===== src/rtl/lim_counter_chain_if.sv =====
// Bus bundle for lim_counter_chain: step/load controls in, packed count and status out.
interface lim_counter_chain_if #(
  parameter int NDIG = 4,
  parameter int DW   = 4
);
  logic                 en;
  logic                 tick;
  logic                 dir;
  logic                 wrap;
  logic                 load;
  logic [NDIG*DW-1:0]   load_val;
  logic [NDIG*DW-1:0]   count;
  logic                 co;
  logic                 at_term;

  modport master (
    output en, tick, dir, wrap, load, load_val,
    input  count, co, at_term
  );

  modport slave (
    input  en, tick, dir, wrap, load, load_val,
    output count, co, at_term
  );
endinterface


===== src/rtl/lim_counter_chain.sv =====
// Cascaded chain of NDIG limited up/down digits with wrap/saturate and clamped load.
// Optional step prescaler enabled by defining LCC_PRESCALE_EN.
module lim_counter_chain #(
  parameter int                      NDIG     = 4,
  parameter int                      DW       = 4,
  parameter logic [NDIG*DW-1:0]      LIMS     = 16'h5959,
  parameter int                      PRESCALE = 4
) (
  input  logic                 clk,
  input  logic                 reset,
  lim_counter_chain_if.slave   bus
);

  localparam int W = NDIG * DW;

  if (PRESCALE < 1) begin : g_bad_prescale
    $error("lim_counter_chain: PRESCALE must be >= 1");
  end

  logic [W-1:0]  count_q;
  logic          co_q;
  logic [W-1:0]  step_val;
  logic [W-1:0]  load_clamped;
  logic [NDIG:0] adv;
  logic          carry_out;
  logic          qual;
  logic          step;

  assign qual = bus.tick & bus.en;

  // Per-digit ripple of the advance condition; digits never share a binary carry.
  always_comb begin
    logic [DW-1:0] dig;
    logic [DW-1:0] lim;
    logic [DW-1:0] ld;
    step_val     = count_q;
    load_clamped = '0;
    adv          = '0;
    adv[0]       = 1'b1;
    for (int i = 0; i < NDIG; i++) begin
      dig = count_q[i*DW +: DW];
      lim = LIMS[i*DW +: DW];
      ld  = bus.load_val[i*DW +: DW];
      load_clamped[i*DW +: DW] = (ld > lim) ? lim : ld;
      if (bus.dir) begin
        adv[i+1] = adv[i] & (dig >= lim);
        if (adv[i])
          step_val[i*DW +: DW] = (dig >= lim) ? '0 : dig + DW'(1);
      end else begin
        adv[i+1] = adv[i] & (dig == '0);
        if (adv[i]) begin
          if (dig == '0)
            step_val[i*DW +: DW] = lim;
          else if (dig > lim)
            step_val[i*DW +: DW] = lim - DW'(1);
          else
            step_val[i*DW +: DW] = dig - DW'(1);
        end
      end
    end
  end

  assign carry_out = adv[NDIG];

`ifdef LCC_PRESCALE_EN
  localparam int PW = $clog2(PRESCALE + 1);
  logic [PW-1:0] presc_q;
  logic          presc_hit;

  assign presc_hit = (presc_q == PW'(PRESCALE - 1));
  assign step      = qual & presc_hit;

  always_ff @(posedge clk) begin
    if (reset || bus.load)
      presc_q <= '0;
    else if (qual)
      presc_q <= presc_hit ? '0 : presc_q + PW'(1);
  end
`else
  assign step = qual;
`endif

  always_ff @(posedge clk) begin
    if (reset) begin
      count_q <= '0;
      co_q    <= 1'b0;
    end else if (bus.load) begin
      count_q <= load_clamped;
      co_q    <= 1'b0;
    end else if (step) begin
      co_q <= carry_out & bus.wrap;
      // Saturating at the terminal value simply holds the whole chain.
      if (!(carry_out && !bus.wrap))
        count_q <= step_val;
    end else begin
      co_q <= 1'b0;
    end
  end

  assign bus.count   = count_q;
  assign bus.co      = co_q;
  assign bus.at_term = bus.dir ? (count_q == LIMS) : (count_q == '0);

endmodule


===== src/flat_wrapper.sv =====
// flat-port wrapper written by rule: the top's interface ports become plain ports
module lim_counter_chain_flat 
#(
  parameter int                      NDIG     = 4,
  parameter int                      DW       = 4,
  parameter logic [NDIG*DW-1:0]      LIMS     = 16'h5959,
  parameter int                      PRESCALE = 4
)
  (clk, reset, bus_en, bus_tick, bus_dir, bus_wrap, bus_load, bus_load_val, bus_count, bus_co, bus_at_term);
  lim_counter_chain_if #(.NDIG(NDIG), .DW(DW)) bus_i ();
  input  logic clk;
  input  logic reset;
  input wire logic [$bits(bus_i.en)-1:0] bus_en;
  input wire logic [$bits(bus_i.tick)-1:0] bus_tick;
  input wire logic [$bits(bus_i.dir)-1:0] bus_dir;
  input wire logic [$bits(bus_i.wrap)-1:0] bus_wrap;
  input wire logic [$bits(bus_i.load)-1:0] bus_load;
  input wire logic [$bits(bus_i.load_val)-1:0] bus_load_val;
  output wire logic [$bits(bus_i.count)-1:0] bus_count;
  output wire logic [$bits(bus_i.co)-1:0] bus_co;
  output wire logic [$bits(bus_i.at_term)-1:0] bus_at_term;
  assign bus_i.en = bus_en;
  assign bus_i.tick = bus_tick;
  assign bus_i.dir = bus_dir;
  assign bus_i.wrap = bus_wrap;
  assign bus_i.load = bus_load;
  assign bus_i.load_val = bus_load_val;
  assign bus_count = bus_i.count;
  assign bus_co = bus_i.co;
  assign bus_at_term = bus_i.at_term;
  lim_counter_chain #(.NDIG(NDIG), .DW(DW), .LIMS(LIMS), .PRESCALE(PRESCALE)) u_core (.clk(clk), .reset(reset), .bus(bus_i));
endmodule

===== config.mk =====
export PLATFORM = sky130hd
export DESIGN_NAME = lim_counter_chain_flat
export DESIGN_NICKNAME = d
export VERILOG_FILES = /design/src/rtl/lim_counter_chain_if.sv /design/src/rtl/lim_counter_chain.sv /design/src/flat_wrapper.sv
export SDC_FILE = /design/constraint.sdc
export NUM_CORES = 1
export LEC_CHECK = 0
export ABC_AREA = 1
export ABC_CLOCK_PERIOD_IN_PS = 2400
export BUFFER_PORTS_ARGS = -buffer_cell sky130_fd_sc_hd__buf_2
export CORE_MARGIN = 2
export CORE_UTILIZATION = 48
export DETAILED_ROUTE_END_ITERATION = 6
export PLACE_DENSITY = 0.72
export SKIP_LAST_GASP = 1
export SYNTH_ARGS = -nofsm -noshare
export SYNTH_HDL_FRONTEND = slang
export SYNTH_SLANG_ARGS = --single-unit

===== constraint.sdc =====
create_clock -name clk -period 2.4 [get_ports clk]
set_input_delay 0.24 -clock clk [delete_from_list [all_inputs] [get_ports clk]]
set_output_delay 0.24 -clock clk [all_outputs]
set_load 0.1 [all_outputs]

* Word level (Yosys, flattened, before mapping)
Index checks and enable logic that the tools add are counted.
Word-level totals: register bits 17, input bits 23, logic and storage cells 86
Cells by class: magnitude comparators 12, add/sub/neg operators 8, bitwise logic cells 9, multiplexer cells 34, equal/unequal tests 2, reduce and logical (&&, ||, !) cells 16
Operator list (count):
- two-way mux 4 bit | 26
- two-way mux 16 bit | 3
- adder 4 x 1 -> 4 bit, second input constant | 4
- equality test 16 x 15 -> 1 bit, second input constant | 1
- greater-than comparator 4 x 3 -> 1 bit, second input constant | 4
- greater-than comparator 4 bit, second input constant | 4
- logical NOT 16 bit | 1
- logical NOT 4 bit | 4
- subtractor 4 x 1 -> 4 bit, second input constant | 4
- AND reduction 3 bit | 3
- bitwise AND 1 bit | 8
- greater-or-equal comparator 4 x 3 -> 1 bit, second input constant | 2
- greater-or-equal comparator 4 bit, second input constant | 2
- nonzero test 2 bit | 4
- two-way mux 1 bit | 5
- OR reduction 3 bit | 1
- inequality test 2 bit, second input constant | 1
- AND reduction 2 bit | 1
- logical AND 1 bit | 1
- logical NOT 1 bit | 1
- NOT 1 bit | 1

* Longest topological paths before layout
Gate-level depths: netlist of the first run.
word-level depth 12, depth in mapped cells 14, depth with buffers taken out 13

* Worst setup path before layout of the first run
OpenSTA, ideal clock, no wires.
path type reg-to-output, start point reg u_core.count_q[8] (netlist: u_core.bus.count[8]), end point out bus_at_term, buffers on the path 0, data required time 2160 ps, arrival time 4527 ps, setup slack -2367 ps, cell stages (with the launch flop) 7, cell sequence dfxtp_1 inv_1 ha_1 nand2_1 nor2_1 inv_1 o41ai_1
Between the ends: cells in the longest elaborated chain, start to end 2
RTL lines:
- start: declaration | RTL line lim_counter_chain.sv:20 | logic [W-1:0] count_q;
- start signal: assignment | RTL line lim_counter_chain.sv:88 | count_q <= load_clamped;
- start signal: assignment | RTL line lim_counter_chain.sv:94 | count_q <= step_val;
- equality test 16 x 15 -> 1 bit or logical NOT 16 bit (tied branches) | RTL line lim_counter_chain.sv:102 | assign bus.at_term = bus.dir ? (count_q == LIMS) : (count_q == '0);
- two-way mux 1 bit (*) | RTL line lim_counter_chain.sv:102
- end: declaration | RTL line flat_wrapper.sv:21 | output wire logic [$bits(bus_i.at_term)-1:0] bus_at_term;
Mark *: on every way between the ends. The rest lies on a longest branch, timed or not.

* Final worst setup path of the first run
start point reg u_core.count_q[1] (netlist: u_core.bus.count[1]), end point out bus_at_term
Same word-level chain as after synthesis.

==> results of run 1 <==
-- critical path: cells and delay by family, from the launching register on --
kind	cells	cell delay, ns
adders and majority gates	1	0.22
DFF	1	0.36
AOI/OAI and AO/OA	1	0.35
and+or+nand+nor	1	0.22
buffers and inverters	2	0.59
-- logic make-up after synthesis --
kind of cell | count (synthesis)
AO/OA/AOI/OAI | 51
XOR/XNOR | 7
adder cells (fa/ha/maj) | 14
buffers and inverters | 46
flip-flops | 17
AND/OR/NAND/NOR | 170
-- flip-flops by register name (all words and copies together) (netlist names) --
| register | flops |
|---|---|
| u_core.bus.count | 16 |
| u_core.bus.co | 1 |
-- power by group --
group,switching (mW),internal (mW),leakage [nW]
combinational,0.423,0.171,0.952
clock,0.108,0.118,0.0228
sequential,0.0448,0.309,0.148
-- metrics by stage --
stage	worst slack, ns	hold slack [ns]	area (sq um)
CTS	0.161	0.249	2220
global route	0.0970	0.288	2220
floorplan	0.00506	0.391	1970
finish	0.176	0.258	2220
detailed placement	0.452	0.513	2170
global placement	0.469	0.506	2170
-- synthesized netlist by cell type, types with 4 or more instances --
master   instances  area share
nor2_1          35       0.070
nor2_4           4       0.024
a21oi_1         21       0.056
nand3_1         33       0.088
nand4_1         10       0.033
inv_1           28       0.056
o21ai_0         14       0.037
ha_1            14       0.093
nand2_2          8       0.027
xor2_1           4       0.019
dfxtp_1         17        0.18
nand2_1         68        0.14
nor3_1           6       0.016
inv_2            5       0.010
-- cell type report --
cell class / instances / area, sq um / area share
multi-input cells: 242 / 1380 / 0.621
clock buffers: 4 / 45.0 / 0.0203
flip-flops and latches: 17 / 379 / 0.171
repair buffers: 42 / 215 / 0.0971
inverters: 36 / 140 / 0.0632
well taps: 48 / 60.1 / 0.0271
-- routing by layer --
metal | wire length, um | share of wire | vias to the layer above | global-route usage
met3 | 194 | 0.041 | 4 | 0.0236
met5 | 0 | 0 | - | 0
li1 | - | - | 1088 | -
met4 | 42 | 0.0090 | 0 | 0.0714
met2 | 2120 | 0.45 | 43 | 0.366
met1 | 2330 | 0.50 | 902 | 0.330
-- worst min-delay path by stage --
stage,startpoint,to,slack (ns),cells past startpoint
3_3_place_gp,u_core.bus.count[9],u_core.bus.count[9],0.51,2
2_1_floorplan,bus_wrap,u_core.bus.co,0.39,2
6_report,reset,u_core.bus.count[7],0.26,4
3_5_place_dp,u_core.bus.count[9],u_core.bus.count[9],0.51,2
5_1_grt,bus_wrap,u_core.bus.co,0.29,3
4_1_cts,reset,u_core.bus.count[7],0.25,4
==> flow_summary.toml, run 1 <==
[status]
outcome = "complete, no violations"

[power_and_ir_drop]
vdd_ir_drop_max_v = 0.000343
p_leak_nw = 1.12
total_power_mw = 1.17
power.density_nw_per_um2 = 530

[setup_path]
crit_start = "u_core.bus.count[1]"
cp-end-kind = "output port"
critPathKind = "register to output port"
cpPeakStageDelay_ns = 0.48
slowest_stage = "buf_2"
critPathLaunchType = "register"
reg2reg_to = "u_core.bus.count[10]"
cp.required_ns = 2.16
ff2ff_path_depth = 13
worst-r2r-setup-slack_ns = 0.45
crit_chain = "inv_1, ha_2, nand4_1, o41ai_4, buf_2"
worstPathArrival_ns = 1.98
crit_end = "bus_at_term"
timing.rr.start = "u_core.bus.count[4]"
crit_fanout = 4

[synth]
synthXorXnorAreaFrac = 0.0325
synth_cell_types = 37
synth_nets = 342
synth_area_sq_um = 1880
synth_fa_ha_area_frac = 0.0930
synth_ff_type = "dfxtp_1"
ys_ff_latch = 17
synth_cells = 305
ys_warn_count = 0
ys_seq_area_frac = 0.181
syn_avg_cell_area_sq_um = 6.18
synthMuxAreaShare = 0
synth-compound-area-share = 0.157
async_reset_ff_frac = 0
synthSimpleGateAreaFrac = 0.427
synth_edf_count = 0
synth_top_family_by_area = "simple AND/OR/NAND/NOR gates"

[layout]
syn_to_final_growth_pct = 17.6
final_net_count = 379
drive_gt1_frac = 0.276
fin_cells = 389
n_fill_cell = 371
layout_common_cells = "nand2_1, buf_2, nor2_1, nand3_1, inv_1"
post-route-util = 0.596
antenna_cells = 0
layout_commonest_cell = "nand2_1"

[clock_tree]
ctsHoldBuffers = 0
cts_buffer_depth = 2
clk_latency_ns = 0.26
cts-root-buf = "clkbuf_8"
cts_tree = "yes"
clkTransAtPathRegs_ns = 0.08
cts_max_level = 1
cts_repair_resize_count = 0
post-cts-setup-buffer-count = 0
cts-buffers-inserted = 3
cts.sinks = 17

[die]
rows = 22
dieArea_sq_um = 4440
fp.dieW_um = 66.7
die_h_um = 66.7
pin_count = 41
initial_core_util = 0.507
core_sq_um = 3720

[placed_design]
place_congestion = 0.898
portBuffers = 40
dp_hpwl_um = 3650
dp.cells = 385

[route]
drtIter0Drc = 143
drt-total-wl_um = 4690
first_pass_iters = 4
ant_nets = 0
vias = 2037
wl_per_cell_um = 12.1
drcViolationCount = 0
avgViaCountPerCell = 5.24

[run]
drv_cap = 0

[global_route]
grt_overflow = 0
grtUsageTotal = 0.232
grt_pass1_vias = 1842
antenna_found_initial = 0
grt_pass1_wl_um = 8160
grt_max_degree = 18

[hold_path]
hp-class = "primary input to register"

[sta]
slew_headroom = 0.648
finalHoldViolCount = 0
finalSetupTns_ns = 0
rsz0062_at_grt = "no"
post-route-min-period_ns = 2.22
worst_pin_slew_ns = 0.528
max_freq_mhz = 450
finalCritPeriodShare = 0.926
final.setup_skew_ns = 0.00560
setup_violations = 0
slew_violations = 0
(Power assumes the default switching activity.)
==> run 2, diff against run 1 <==
- BUFFER_PORTS_ARGS: -buffer_cell sky130_fd_sc_hd__buf_2 -> -buffer_cell sky130_fd_sc_hd__clkbuf_2
==> run 2 against run 1 <==
Core utilization grew 0.20 points. Flip-flop and latch count unchanged. Via count increased by 2.5%. Fmax decreased by 2.2%. Critical endpoint unchanged.
==> flow_summary.toml, run 2 (same netlist as run 1, synthesis figures left out) <==
[status]
outcome = "complete, no violations"

[die]
die_h_um = 66.7
dieArea_sq_um = 4440
rows = 22
initial_core_util = 0.507
pin_count = 41
fp.dieW_um = 66.7
core_sq_um = 3720

[clock_tree]
clkTransAtPathRegs_ns = 0.08
cts-root-buf = "clkbuf_8"
cts-buffers-inserted = 3
cts_repair_resize_count = 0
cts_buffer_depth = 2
cts_tree = "yes"
cts_max_level = 1
ctsHoldBuffers = 0
post-cts-setup-buffer-count = 0
clk_latency_ns = 0.26
cts.sinks = 17

[layout]
layout_common_cells = "nand2_1, clkbuf_2, nor2_1, nand3_1, inv_1"
final_net_count = 380
layout_commonest_cell = "nand2_1"
largest_reg_flops = 16
n_fill_cell = 374
drive_gt1_frac = 0.278
antenna_cells = 0
syn_to_final_growth_pct = 18.0

[global_route]
grt_pass1_wl_um = 8290
grt_pass1_vias = 1921
grtUsageTotal = 0.239
grt_overflow = 0
grt_max_degree = 18
antenna_found_initial = 0

[route]
wl_per_cell_um = 12.4
avgViaCountPerCell = 5.35
met2_length_um = 2230
highest_layer = "met4"
first_pass_iters = 4
vias = 2088
wl_met1_um = 2350
drtIter0Drc = 132
drcViolationCount = 0
drt-total-wl_um = 4850
ant_nets = 0
wl_met3_um = 211

[power_and_ir_drop]
power.density_nw_per_um2 = 534
vdd_ir_drop_max_v = 0.000261
p_leak_nw = 1.12
comb_power_share = 0.503
clkPwrFrac = 0.200
p_seq_frac = 0.297
internal_power_mw = 0.599
swShare = 0.496
switching_power_mw = 0.589

[setup_path]
slowest_stage = "clkbuf_2"
cp.required_ns = 2.16
cp-end-kind = "output port"
crit_path_frequent_cell = "inv_2"
worstPathArrival_ns = 2.03
crit_fanout = 7
cpPeakStageDelay_ns = 0.50
critPathLaunchType = "register"
critPathKind = "register to output port"
crit_chain = "inv_4, ha_4, inv_2, nor3_4, inv_2, o41ai_4, clkbuf_2"

[sta]
finalHoldViolCount = 0
max_freq_mhz = 440
slew_violations = 0
final.setup_skew_ns = 0.00166
worst_pin_slew_ns = 0.547
finalCritPeriodShare = 0.947
hold_ws_ns = 0.252
setup_violations = 0
rsz0062_at_grt = "no"
post-route-min-period_ns = 2.27
finalSetupTns_ns = 0
finalWorstSetupSlack_ns = 0.127
slew_headroom = 0.637

[hold_path]
hp-class = "primary input to register"

[placed_design]
portBuffers = 40
place_congestion = 0.842
dp_slack_ns = 0.418
dp_hpwl_um = 3750

[run]
drv_cap = 0
run 2: cell types whose count changed in the layout (fill, tap and decap cells not counted), sizes merged:
cell    previous run  this run
clkbuf             4        44
buf               42         3
run 2: worst paths after layout:
kind,startpoint,endpoint,slack (ns),cells past startpoint
setup reg to reg,u_core.bus.count[8],u_core.bus.count[13],0.43,12
setup / recovery,u_core.bus.count[12],bus_at_term,0.13,7
hold reg to reg,u_core.bus.count[4],u_core.bus.count[4],0.53,2
hold / removal,reset,u_core.bus.count[7],0.25,4
run 2: power groups by stage:
stage	clock network [mW]	registers, mW	logic, mW
floorplan	0	0.508	0.343
global placement	0	0.358	0.590
detailed placement	0	0.360	0.596
CTS	0.238	0.353	0.598
global route	0.251	0.360	0.661
finish	0.237	0.353	0.598
run 2: worst max-delay path: cells and delay by family, from the launching register on:
family | cells | cell delay [ns]
compound gates | 1 | 0.33
flops | 1 | 0.38
buf+inv | 4 | 0.70
simple gates | 1 | 0.23
fa+ha+maj | 1 | 0.12
run 2: per-stage QoR:
| stage | total power, mW | cells | utilization | instance area, sq um |
|---|---|---|---|---|
| 6_report | 1.19 | 390 | 0.598 | 2220 |
| 2_1_floorplan | 0.851 | 305 | - | 1970 |
| 5_1_grt | 1.27 | 390 | 0.598 | 2220 |
| 3_3_place_gp | 0.948 | 386 | 0.586 | 2180 |
| 4_1_cts | 1.19 | 390 | 0.598 | 2220 |
| 3_5_place_dp | 0.955 | 386 | 0.586 | 2180 |
run 2: cell type report:
type                            instances  area, sq um  area share
Sequential cell                        17          379       0.171
Timing Repair Buffer                   43          223       0.100
Tap cell                               48         60.1      0.0270
Multi-Input combinational cell        242         1380       0.619
Clock buffer                            4         45.0      0.0203
Inverter                               36          140      0.0630
run 2: per-layer routing:
layer,up-vias,GRT usage
li1,1085,-
met1,950,0.306
met2,45,0.401
met3,8,0.0338
met4,0,0.0918
met5,-,0
==> run 3, diff against run 2 <==
- CORE_UTILIZATION: 48 -> 50
- PLACE_DENSITY: 0.72 -> 0.74
==> run 3 against run 2 <==
Setup slack got worse by 0.0027 ns. Register-to-register slack better by 0.02 ns. Clock skew increased by 0.0057 ns. Clock power is essentially flat. Via count decreased by 0.14%. Die area shrank 3.8%. Power shrank 0.12%. Critical path depth did not move. Final area stayed put. Critical path type unchanged. Critical endpoint unchanged. Largest power group unchanged. Highest routed layer unchanged.
==> flow_summary.toml, run 3 (same netlist as run 1, synthesis figures left out) <==
[layout]
layout_commonest_cell = "nand2_1"
post-route-util = 0.612
largest_reg_flops = 16
antenna_cells = 0
final_net_count = 380
stdcell_area_sq_um = 2220
syn_to_final_growth_pct = 18.0
layout_common_cells = "nand2_1, clkbuf_2, nor2_1, nand3_1, inv_1"
fin_cells = 390
drive_gt1_frac = 0.278

[clock_tree]
cts-root-buf = "clkbuf_8"
cts.sinks = 17
cts-buffers-inserted = 3
cts_repair_resize_count = 0
clk_latency_ns = 0.27
clkTransAtPathRegs_ns = 0.08
cts_buffer_depth = 2
cts_max_level = 1
ctsHoldBuffers = 0
cts_tree = "yes"
post-cts-setup-buffer-count = 0

[power_and_ir_drop]
power.density_nw_per_um2 = 534
total_power_mw = 1.19
p_leak_nw = 1.12
vdd_ir_drop_max_v = 0.000311

[sta]
finalCritPeriodShare = 0.948
hold_ws_ns = 0.255
finalHoldViolCount = 0
final.setup_skew_ns = 0.00733
rsz0062_at_grt = "no"
slew_violations = 0
worst_pin_slew_ns = 0.546
finalWorstSetupSlack_ns = 0.124
finalSetupTns_ns = 0
setup_violations = 0
post-route-min-period_ns = 2.28
slew_headroom = 0.638
max_freq_mhz = 439

[hold_path]
hp-class = "primary input to register"

[route]
drtIter0Drc = 185
avgViaCountPerCell = 5.35
wl_per_cell_um = 12.3
drcViolationCount = 0
first_pass_iters = 4
drt-total-wl_um = 4780
vias = 2085
ant_nets = 0

[die]
pin_count = 41
dieArea_sq_um = 4280
core_sq_um = 3630
die_h_um = 65.4
rows = 22
fp.dieW_um = 65.4
initial_core_util = 0.519

[placed_design]
portBuffers = 40
place_congestion = 0.847
dp_slack_ns = 0.428
dp_hpwl_um = 3690
postPlaceCellArea_sq_um = 2180
dp.cells = 386

[setup_path]
cp-end-kind = "output port"
critPathKind = "register to output port"
critPathLaunchType = "register"
cp.required_ns = 2.16
worstPathArrival_ns = 2.04
crit_fanout = 7

[status]
outcome = "complete, no violations"

[global_route]
gr-usage-met2 = 0.397
grt_max_degree = 18
grt_pass1_wl_um = 8090
antenna_found_initial = 0
grtUsageTotal = 0.240
use_met3 = 0.0274
grt_overflow = 0
top_usage_layer = "met2"
grt_pass1_vias = 1852
grt_util_met1 = 0.316

[run]
drv_cap = 0
==> run 3: worst max-delay path: stages, from the launching register on <==
cell      delay, ns
dfxtp_4        0.38
inv_4          0.07
ha_4           0.12
inv_2          0.05
nor3_4         0.22
inv_2          0.09
o41ai_4        0.33
clkbuf_2       0.51
==> run 3: layout make-up <==
class / count / area [sq um]
Fill cell: 366 / 1410
Timing Repair Buffer: 43 / 223
Tap cell: 48 / 60.1
Sequential cell: 17 / 379
Clock buffer: 4 / 45.0
Inverter: 36 / 140
Multi-Input combinational cell: 242 / 1380
==> run 3: power by group <==
part / switching [mW] / total [mW] / internal (mW) / leakage (nW)
combinational: 0.425 / 0.597 / 0.172 / 0.952
clock: 0.118 / 0.236 / 0.118 / 0.0228
sequential: 0.0446 / 0.353 / 0.309 / 0.148
==> run 3: final timing paths <==
path / endpoint / slack, ns / from / cells past startpoint
max reg2reg: u_core.bus.count[1] / 0.45 / u_core.bus.count[8] / 12
max: bus_at_term / 0.12 / u_core.bus.count[12] / 7
min: u_core.bus.count[7] / 0.26 / reset / 4
min reg2reg: u_core.bus.count[9] / 0.53 / u_core.bus.count[9] / 2
==> run 3: per-layer routing <==
| layer | up-vias | share of wire |
|---|---|---|
| li1 | 1083 | - |
| met3 | 9 | 0.049 |
| met4 | 0 | 0.018 |
| met1 | 922 | 0.48 |
| met5 | - | 0 |
| met2 | 71 | 0.45 |
